`config.mk`:
```
export PLATFORM = sky130hd
export DESIGN_NAME = io_mmio_responder_flat
export DESIGN_NICKNAME = d
export VERILOG_FILES = /design/src/rtl/io_mmio_responder_if.sv /design/src/rtl/io_mmio_responder.sv /design/src/flat_wrapper.sv
export SDC_FILE = /design/constraint.sdc
export NUM_CORES = 1
export LEC_CHECK = 0
export BUFFER_PORTS_ARGS = -buffer_cell sky130_fd_sc_hd__buf_2
export CAP_MARGIN = 20
export CORE_AREA = 2 2 105 107
export CTS_BUF_LIST = sky130_fd_sc_hd__clkbuf_16
export CTS_CLUSTER_DIAMETER = 50
export DETAILED_ROUTE_END_ITERATION = 10
export DIE_AREA = 0 0 107 109
export MAX_ROUTING_LAYER = met4
export PLACE_DENSITY = 0.8
export SKIP_LAST_GASP = 1
export SYNTH_ARGS = -nofsm -noshare
export SYNTH_HDL_FRONTEND = slang
export SYNTH_SLANG_ARGS = --single-unit
```
`constraint.sdc`:
```
create_clock -name clk -period 2.72 [get_ports clk]
set_input_delay 0.136 -clock clk [delete_from_list [all_inputs] [get_ports clk]]
set_output_delay 0.136 -clock clk [all_outputs]
set_load 0.05 [all_outputs]
```
`src/rtl/io_mmio_responder_if.sv`:
```
// CPU data-bus port bundle for the I/O responder: one request per cycle, registered responses.
// Latency: not applicable (signal bundle only).
// Backpressure: none; the bus carries no ready signal.
interface io_mmio_responder_if;
  logic [31:0] io_addr;
  logic        io_read;
  logic        io_write;
  logic [15:0] io_wdata;
  logic [31:0] io_rdata;
  logic        io_rvalid;
  logic        io_wack;
  logic        io_err;

  // CPU side drives requests and observes responses
  modport master (
    output io_addr, io_read, io_write, io_wdata,
    input  io_rdata, io_rvalid, io_wack, io_err
  );

  // Responder side observes requests and drives responses
  modport slave (
    input  io_addr, io_read, io_write, io_wdata,
    output io_rdata, io_rvalid, io_wack, io_err
  );
endinterface

```
`src/rtl/io_mmio_responder.sv`:
```
// MMIO responder owning the LED output register and the synchronized, debounced switch input.
// Latency: responses one cycle after the request; a settled switch change reaches sw_stable after DEBOUNCE_CYCLES+3 edges.
// Backpressure: none; a request is accepted on every cycle.
module io_mmio_responder #(
  parameter int unsigned SW_WIDTH        = 24,
  parameter int unsigned LED_WIDTH       = 24,
  parameter int unsigned DEBOUNCE_CYCLES = 16,
  parameter logic [31:0] LED_BASE        = 32'hFFFF_FC60,
  parameter logic [31:0] SW_BASE         = 32'hFFFF_FC70
) (
  input  logic                 clk,
  input  logic                 rst,
  io_mmio_responder_if.slave   bus,
  input  logic [SW_WIDTH-1:0]  switch_in,
  output logic [LED_WIDTH-1:0] led_out
);

  localparam int unsigned      CNT_W   = (DEBOUNCE_CYCLES > 1) ? $clog2(DEBOUNCE_CYCLES) : 1;
  localparam logic [CNT_W-1:0] CNT_MAX = CNT_W'(DEBOUNCE_CYCLES - 1);

  logic [SW_WIDTH-1:0] sw_meta;
  logic [SW_WIDTH-1:0] sw_sync;
  logic [SW_WIDTH-1:0] sw_cand;
  logic [SW_WIDTH-1:0] sw_stable;
  logic [CNT_W-1:0]    cnt;

  logic        hit_led_lo;
  logic        hit_led_hi;
  logic        hit_sw_lo;
  logic        hit_sw_hi;
  logic        hit_led;
  logic        rd_req;
  logic        wr_req;
  logic        both_req;
  logic        rd_hit;
  logic [31:0] rd_data;

  // Exact-address decode; any other address, including odd bytes, is unmapped
  assign hit_led_lo = (bus.io_addr == LED_BASE);
  assign hit_led_hi = (bus.io_addr == (LED_BASE + 32'd2));
  assign hit_sw_lo  = (bus.io_addr == SW_BASE);
  assign hit_sw_hi  = (bus.io_addr == (SW_BASE + 32'd2));
  assign hit_led    = hit_led_lo | hit_led_hi;

  assign rd_req   = bus.io_read & ~bus.io_write;
  assign wr_req   = bus.io_write & ~bus.io_read;
  assign both_req = bus.io_read & bus.io_write;

  // Two-flop synchronizer, then a candidate/counter debouncer that saturates once stable
  always_ff @(posedge clk or negedge rst) begin
    if (!rst) begin
      sw_meta   <= '0;
      sw_sync   <= '0;
      sw_cand   <= '0;
      sw_stable <= '0;
      cnt       <= '0;
    end else begin
      sw_meta <= switch_in;
      sw_sync <= sw_meta;
      if (sw_sync != sw_cand) begin
        sw_cand <= sw_sync;
        cnt     <= '0;
      end else if (cnt == CNT_MAX) begin
        sw_stable <= sw_cand;
      end else begin
        cnt <= cnt + 1'b1;
      end
    end
  end

  // Read mux: halfword views of the stable switches and the LED register, zero-extended
  always_comb begin
    rd_data = '0;
    rd_hit  = 1'b1;
    if (hit_sw_lo) begin
      rd_data = {16'b0, sw_stable[15:0]};
    end else if (hit_sw_hi) begin
      rd_data = {24'b0, sw_stable[23:16]};
    end else if (hit_led_lo) begin
      rd_data = {16'b0, led_out[15:0]};
    end else if (hit_led_hi) begin
      rd_data = {24'b0, led_out[23:16]};
    end else begin
      rd_hit = 1'b0;
    end
  end

  // LED register: only a clean write to an LED halfword changes it; upper write byte ignored for the high half
  always_ff @(posedge clk or negedge rst) begin
    if (!rst) begin
      led_out <= '0;
    end else begin
      if (wr_req && hit_led_lo) begin
        led_out[15:0] <= bus.io_wdata;
      end
      if (wr_req && hit_led_hi) begin
        led_out[23:16] <= bus.io_wdata[7:0];
      end
    end
  end

  // Response pulses and read data; rdata holds between read responses
  always_ff @(posedge clk or negedge rst) begin
    if (!rst) begin
      bus.io_rdata  <= '0;
      bus.io_rvalid <= 1'b0;
      bus.io_wack   <= 1'b0;
      bus.io_err    <= 1'b0;
    end else begin
      bus.io_rvalid <= rd_req;
      bus.io_wack   <= bus.io_write;
      bus.io_err    <= both_req | (rd_req & ~rd_hit) | (wr_req & ~hit_led);
      if (rd_req) begin
        bus.io_rdata <= rd_data;
      end
    end
  end

endmodule
```
`src/flat_wrapper.sv`:
```
// flat-port wrapper written by rule: the top's interface ports become plain ports
module io_mmio_responder_flat 
#(
  parameter int unsigned SW_WIDTH        = 24,
  parameter int unsigned LED_WIDTH       = 24,
  parameter int unsigned DEBOUNCE_CYCLES = 16,
  parameter logic [31:0] LED_BASE        = 32'hFFFF_FC60,
  parameter logic [31:0] SW_BASE         = 32'hFFFF_FC70
)
  (clk, rst, switch_in, led_out, bus_io_addr, bus_io_read, bus_io_write, bus_io_wdata, bus_io_rdata, bus_io_rvalid, bus_io_wack, bus_io_err);
  io_mmio_responder_if bus_i ();
  input  logic clk;
  input  logic rst;
  input  logic [SW_WIDTH-1:0] switch_in;
  output logic [LED_WIDTH-1:0] led_out;
  input wire logic [$bits(bus_i.io_addr)-1:0] bus_io_addr;
  input wire logic [$bits(bus_i.io_read)-1:0] bus_io_read;
  input wire logic [$bits(bus_i.io_write)-1:0] bus_io_write;
  input wire logic [$bits(bus_i.io_wdata)-1:0] bus_io_wdata;
  output wire logic [$bits(bus_i.io_rdata)-1:0] bus_io_rdata;
  output wire logic [$bits(bus_i.io_rvalid)-1:0] bus_io_rvalid;
  output wire logic [$bits(bus_i.io_wack)-1:0] bus_io_wack;
  output wire logic [$bits(bus_i.io_err)-1:0] bus_io_err;
  assign bus_i.io_addr = bus_io_addr;
  assign bus_i.io_read = bus_io_read;
  assign bus_i.io_write = bus_io_write;
  assign bus_i.io_wdata = bus_io_wdata;
  assign bus_io_rdata = bus_i.io_rdata;
  assign bus_io_rvalid = bus_i.io_rvalid;
  assign bus_io_wack = bus_i.io_wack;
  assign bus_io_err = bus_i.io_err;
  io_mmio_responder #(.SW_WIDTH(SW_WIDTH), .LED_WIDTH(LED_WIDTH), .DEBOUNCE_CYCLES(DEBOUNCE_CYCLES), .LED_BASE(LED_BASE), .SW_BASE(SW_BASE)) u_core (.clk(clk), .rst(rst), .bus(bus_i), .switch_in(switch_in), .led_out(led_out));
endmodule
```
==> results of run 1 <==
-- worst reg2reg max path, stage by stage, from the launching register on --
cell and delay (ns):
dfrtp_1 0.41, xor2_1 0.19, nor4_1 0.49, nand4_1 0.28, nor3_2 0.24, buf_4 0.25, mux2_2 0.37
-- kinds of logic after synthesis --
logic type	after synthesis	share of synthesized area (%)
flops	143	65.9
simple gates	70	7.65
mux	65	14.9
buf+inv	54	5.14
xor+xnor	25	4.03
compound gates	18	2.10
fa+ha+maj	1	0.230
other cells	1	0.0690
-- registers in the layout, indices dropped and copies added (netlist names) --
register              flops
u_core.led_out           24
u_core.sw_cand           24
u_core.sw_meta           24
u_core.sw_stable         24
u_core.sw_sync           24
u_core.bus.io_rdata      16
u_core.cnt                4
u_core.bus.io_err         1
u_core.bus.io_rvalid      1
u_core.bus.io_wack        1
-- layer usage --
layer	vias up	GRT usage (%)	wire, um
li1	1570	-	-
met4	0	12.0	356
met1	1730	25.5	4620
met3	30	7.47	825
met5	-	-	0
met2	147	35.2	5900
-- final cells by class --
type | instances | area [um2] | area share, %
Tap cell | 140 | 175 | 2.46
Sequential cell | 143 | 3580 | 50.4
Inverter | 3 | 11.3 | 0.158
Clock buffer | 17 | 425 | 5.99
Multi-Input combinational cell | 195 | 1640 | 23.0
Clock inverter | 15 | 188 | 2.64
Timing Repair Buffer | 170 | 1090 | 15.4
-- power breakdown --
part / leakage (nW) / internal (mW) / total, mW / switching [mW]
combinational: 1.42 / 0.111 / 0.277 / 0.166
clock: 0.292 / 1.45 / 2.35 / 0.900
sequential: 1.82 / 2.18 / 2.22 / 0.0328
-- through the flow --
step                utilization (%)  cell area, um2
detailed placement             57.3            6070
finish                         67.0            7110
CTS                            67.0            7110
floorplan                         -            5490
global placement               57.3            6070
global route                   67.0            7110
-- worst max-delay path by stage --
stage / start / end / slack [ns] / depth (start not counted)
final: u_core.sw_cand[0] / u_core.sw_stable[6] / 0.37 / 6
after detailed placement: bus_io_addr[3] / u_core.led_out[9] / 0.55 / 7
after CTS: u_core.sw_cand[0] / u_core.sw_stable[0] / 0.48 / 6
after global placement: bus_io_addr[3] / u_core.led_out[9] / 0.59 / 7
after global routing: u_core.sw_cand[0] / u_core.sw_stable[6] / 0.32 / 6
after floorplan: bus_io_addr[3] / u_core.led_out[10] / 0.51 / 6
-- synthesized netlist by cell type --
cell	instances	area, um2
buf_2	4	20.0
xor2_1	24	210
mux2_2	48	541
a21oi_1	1	5.00
nand4b_1	5	43.8
xnor2_1	1	8.76
or2_2	2	12.5
or4b_4	1	13.8
nor4_4	1	21.3
buf_4	16	120
or3b_2	1	8.76
conb_1	1	3.75
and3_1	2	12.5
dfrtp_1	143	3580
mux4_2	8	180
inv_1	3	11.3
buf_1	2	7.51
nor3_1	4	20.0
nand3_1	11	55.1
nor2_1	6	22.5
nor3_4	1	16.3
a2111oi_0	1	8.76
clkbuf_1	28	105
nand2_4	1	11.3
buf_8	1	15.0
ha_1	1	12.5
nor4_1	7	43.8
nand2_1	19	71.3
o31ai_1	8	60.1
nand4_1	7	43.8
nor4_2	1	12.5
mux2i_1	9	90.1
nand2b_1	1	6.26
o21ai_0	8	40.0
==> impl_metrics.json, run 1 <==
{
  "synth_cells": 377,
  "final_common_cell": "dfrtp_1",
  "die-area_um2": 11700,
  "cts_tree": "done",
  "layout.cells.non_filler": 683,
  "cpMaxStageDelayCell": "nor4_1",
  "rows": 38,
  "min_to": "u_core.bus.io_err",
  "tightest_slew_ns": 1.05,
  "drc_errors": 0,
  "whs_ns": 0.0287,
  "coreArea_um2": 10600,
  "cts-root-buf": "clkbuf_16",
  "r2r_start": "u_core.sw_cand[0]",
  "ctsHoldBuffers": 42,
  "die_w_um": 107,
  "p_per_area_nw_per_um2": 682,
  "path_cells": "xor2_1 -> nor4_1 -> nand4_1 -> nor3_2 -> buf_4 -> mux2_2",
  "drv_slew": 0,
  "synth_cell_types": 34,
  "worstHoldStart": "bus_io_read",
  "hold_path_class": "input port to register",
  "reg2regPathDepth": 6,
  "cts.sinks": 143,
  "drt-initial-drc-count": 206,
  "route.vias.total": 3477,
  "clk_pin_slew_ns": 0.06,
  "grtUsageTotal_pct": 22.3,
  "outcome": "completed",
  "required_ns": 3.01,
  "critPathBufInv": 1,
  "finalNetCount": 607,
  "fin_skew_ns": 0.00755,
  "syn-cell-area_um2": 5430,
  "finalPower_mw": 4.85,
  "initial_core_util_pct": 51.2,
  "max_stage_delay_ns": 0.49,
  "grt_pass1_vias": 3627,
  "drive_gt1_share_pct": 41.3,
  "vias_per_cell": 5.09,
  "dp.cells": 609,
  "arrival_ns": 2.65,
  "crit_family": "simple AND/OR/NAND/NOR gates",
  "worstSkewPairLatency_ns": 0.41,
  "dp_hpwl_um": 7760,
  "min_period_ns": 2.35,
  "ys_seq_area_share_pct": 65.9,
  "final.fill_count": 725,
  "rsz0062_at_grt": "no",
  "drt_pass1_iterations": 4,
  "finalWorstSetupSlack_ns": 0.365,
  "detail-route-antenna-nets": 0,
  "wl_um": 11700,
  "synth-warning-count": 0,
  "n_antenna_cell": 0,
  "ios": 135,
  "postSynthAreaPerCell_um2": 14.4,
  "fin_setup_tns_ns": 0,
  "antenna_found_initial": 0,
  "post_cts_buffers": 0,
  "max_freq_mhz": 425,
  "wl_per_cell_um": 17.1,
  "areaGrowthSynthToFinish_pct": 30.8,
  "die_h_um": 109,
  "hold_viol": 0,
  "critPathLaunchType": "register",
  "grt.overflow.total": 0,
  "portBuffers": 118,
  "r2r_slack_ns": 0.37,
  "grt_max_degree": 79,
  "synth-seq-cells": 143,
  "vdd.ir_drop.worst_uv": 375,
  "setup_viol": 0,
  "grt_first_pass_wirelength_um": 18400,
  "cts_resized": 0,
  "maxSlewHeadroom_pct": 30.1,
  "power.leakage_nw": 3.54,
  "worstSetupPathType": "register to register",
  "mostFrequentLayoutCells": "143 x dfrtp_1, 117 x buf_2, 48 x mux2_2",
  "post-place-ws_ns": 0.554,
  "globalplace.congestion": 0.892,
  "hold_path_depth": 3,
  "htree_num_levels": 4,
  "fin_crit_sh_pct": 86.6,
  "crit_fanout": 12,
  "reg2reg_to": "u_core.sw_stable[6]",
  "drv_cap": 0,
  "endpoint_kind": "register",
  "clockBufferDepth": 2,
  "cts_buffers": 17
}
(Power assumes the default switching activity.)
==> inputs of run 2 (changes only) <==
Settings changed: CORE_AREA 2 2 105 107 to 2 2 101 103, DIE_AREA 0 0 107 109 to 0 0 103 105, PLACE_DENSITY 0.8 to 0.85.
Clock period 2.72 ns to 2.85 ns, I/O delays scaled along.
==> impl_metrics.json, run 2 (synthesis results as in run 1) <==
{
  "required_ns": 3.15,
  "grt_first_pass_wirelength_um": 18400,
  "maxSlewHeadroom_pct": 32.7,
  "internal_power_mw": 3.56,
  "ios": 135,
  "power.leakage_nw": 3.54,
  "grt_pass1_vias": 3656,
  "fin_skew_ns": 0.00652,
  "die_h_um": 105,
  "die_w_um": 103,
  "hold_viol": 0,
  "wl_per_cell_um": 17.2,
  "vdd.ir_drop.worst_uv": 640,
  "clk_pin_slew_ns": 0.06,
  "layout.cells.non_filler": 674,
  "cpMaxStageDelayCell": "nor4_1",
  "antenna_found_initial": 0,
  "crit_fanout": 17,
  "p_seq_share_pct": 46.3,
  "coreArea_um2": 9640,
  "wl_um": 11600,
  "clockBufferDepth": 2,
  "route.vias.total": 3464,
  "p_switching_mw": 1.02,
  "grtUsageMet3_pct": 8.03,
  "final_common_cell": "dfrtp_1",
  "endpoint_kind": "register",
  "cts-root-buf": "clkbuf_16",
  "fin_crit_sh_pct": 85.9,
  "whs_ns": 0.0169,
  "setup_viol": 0,
  "grt.busiest_layer": "met2",
  "rows": 36,
  "cts_tree": "done",
  "portBuffers": 118,
  "hold_path_class": "input port to register",
  "drc_errors": 0,
  "die-area_um2": 10800,
  "arrival_ns": 2.75,
  "drv_slew": 0,
  "max_freq_mhz": 408,
  "fin_setup_tns_ns": 0,
  "finalNetCount": 605,
  "p_clk_share_pct": 48.1,
  "min_period_ns": 2.45,
  "cts_buffers": 17,
  "comb_power_share_pct": 5.7,
  "path_cells": "xor2_1 -> nor4_1 -> nand4_1 -> nor3_2 -> buf_4 -> mux2_2",
  "detail-route-antenna-nets": 0,
  "mostFrequentLayoutCells": "143 x dfrtp_1, 117 x buf_2, 48 x mux2_2",
  "worstSkewPairLatency_ns": 0.42,
  "drive_gt1_share_pct": 41.0,
  "cts.sinks": 143,
  "max_stage_delay_ns": 0.50,
  "cts_resized": 0,
  "p_per_area_nw_per_um2": 648,
  "globalplace.congestion": 0.752,
  "areaGrowthSynthToFinish_pct": 30.0,
  "critPathLaunchType": "register",
  "crit_family": "simple AND/OR/NAND/NOR gates",
  "tightest_slew_ns": 1.01,
  "design_area_um2": 7060,
  "grt.overflow.total": 0,
  "dp.cells": 601,
  "met2_usage_pct": 38.2,
  "htree_num_levels": 4,
  "use_met1_pct": 27.8,
  "drt_pass1_iterations": 4,
  "critPathBufInv": 1,
  "drt-initial-drc-count": 200,
  "drv_cap": 0,
  "outcome": "completed",
  "initial_core_util_pct": 56.4,
  "dp_hpwl_um": 7570,
  "placed_area_um2": 6060,
  "p_sw_share_pct": 22.2,
  "worstSetupPathType": "register to register",
  "grtUsageTotal_pct": 23.8,
  "post_cts_buffers": 0,
  "grt_max_degree": 116,
  "rsz0062_at_grt": "no",
  "n_antenna_cell": 0,
  "vias_per_cell": 5.14
}
[run 2: cell types whose count changed in the layout (fill, tap and decap cells not counted), sizes merged]
cell,delta
buf,-1
clkinv,-2
dlygate4sd3,-1
inv,+2
[run 2: per-layer routing]
metal / share of wire (%) / routed length [um] / vias to the layer above
li1: - / - / 1572
met1: 40 / 4610 / 1727
met2: 52 / 5990 / 146
met3: 7.0 / 809 / 19
met4: 1.7 / 195 / 0
met5: 0 / 0 / -
[run 2: path summary, 6_finish.rpt]
kind	start	endpoint	slack (ns)	depth (start not counted)
worst max-delay path	u_core.sw_cand[0]	u_core.sw_stable[13]	0.40	6
worst min-delay path	bus_io_wdata[4]	u_core.led_out[20]	0.02	2
worst max register to register	u_core.sw_cand[0]	u_core.sw_stable[13]	0.40	6
worst min register to register	u_core.sw_meta[13]	u_core.sw_sync[13]	0.35	0
max in group asynchronous	rst	u_core.sw_cand[10]	1.59	3
min in group asynchronous	rst	u_core.sw_meta[16]	0.45	2
[run 2: worst register-to-register path, delay by kind of cell, from the launching register on]
kind          cells  cell delay [ns]
simple gates      3             1.10
flops             1             0.40
mux               1             0.38
buf+inv           1             0.29
xor+xnor          1             0.17
[run 2: power groups by stage]
| stage | clock network (mW) | logic [mW] | registers (mW) |
|---|---|---|---|
| 2_1_floorplan | 0 | 0.125 | 2.15 |
| 3_3_place_gp | 0 | 0.210 | 2.15 |
| 3_5_place_dp | 0 | 0.217 | 2.15 |
| 4_1_cts | 2.23 | 0.261 | 2.12 |
| 5_1_grt | 2.32 | 0.286 | 2.12 |
| 6_report | 2.20 | 0.261 | 2.12 |
[run 2: per-stage QoR]
stage | util [%] | power [mW] | worst slack [ns]
6_report | 73.3 | 4.58 | 0.401
5_1_grt | 73.3 | 4.73 | 0.375
4_1_cts | 73.3 | 4.61 | 0.459
3_5_place_dp | 62.8 | 2.37 | 0.453
3_3_place_gp | 62.8 | 2.36 | 0.664
2_1_floorplan | - | 2.28 | 0.636
[run 2: area by class of cell]
| type | instances | area (um2) |
|---|---|---|
| inverter | 3 | 11.3 |
| fill | 604 | 2570 |
| clock buffer | 17 | 425 |
| sequential | 143 | 3580 |
| timing repair buffer | 168 | 1070 |
| clock inverter | 15 | 171 |
| multi-input combinational | 195 | 1640 |
| tap | 133 | 166 |
[run 2: repair_timing]
item	CTS	global route
endpoints found under the hold margin	159	0
endpoints found under the setup margin	0	0
hold buffers	41	0
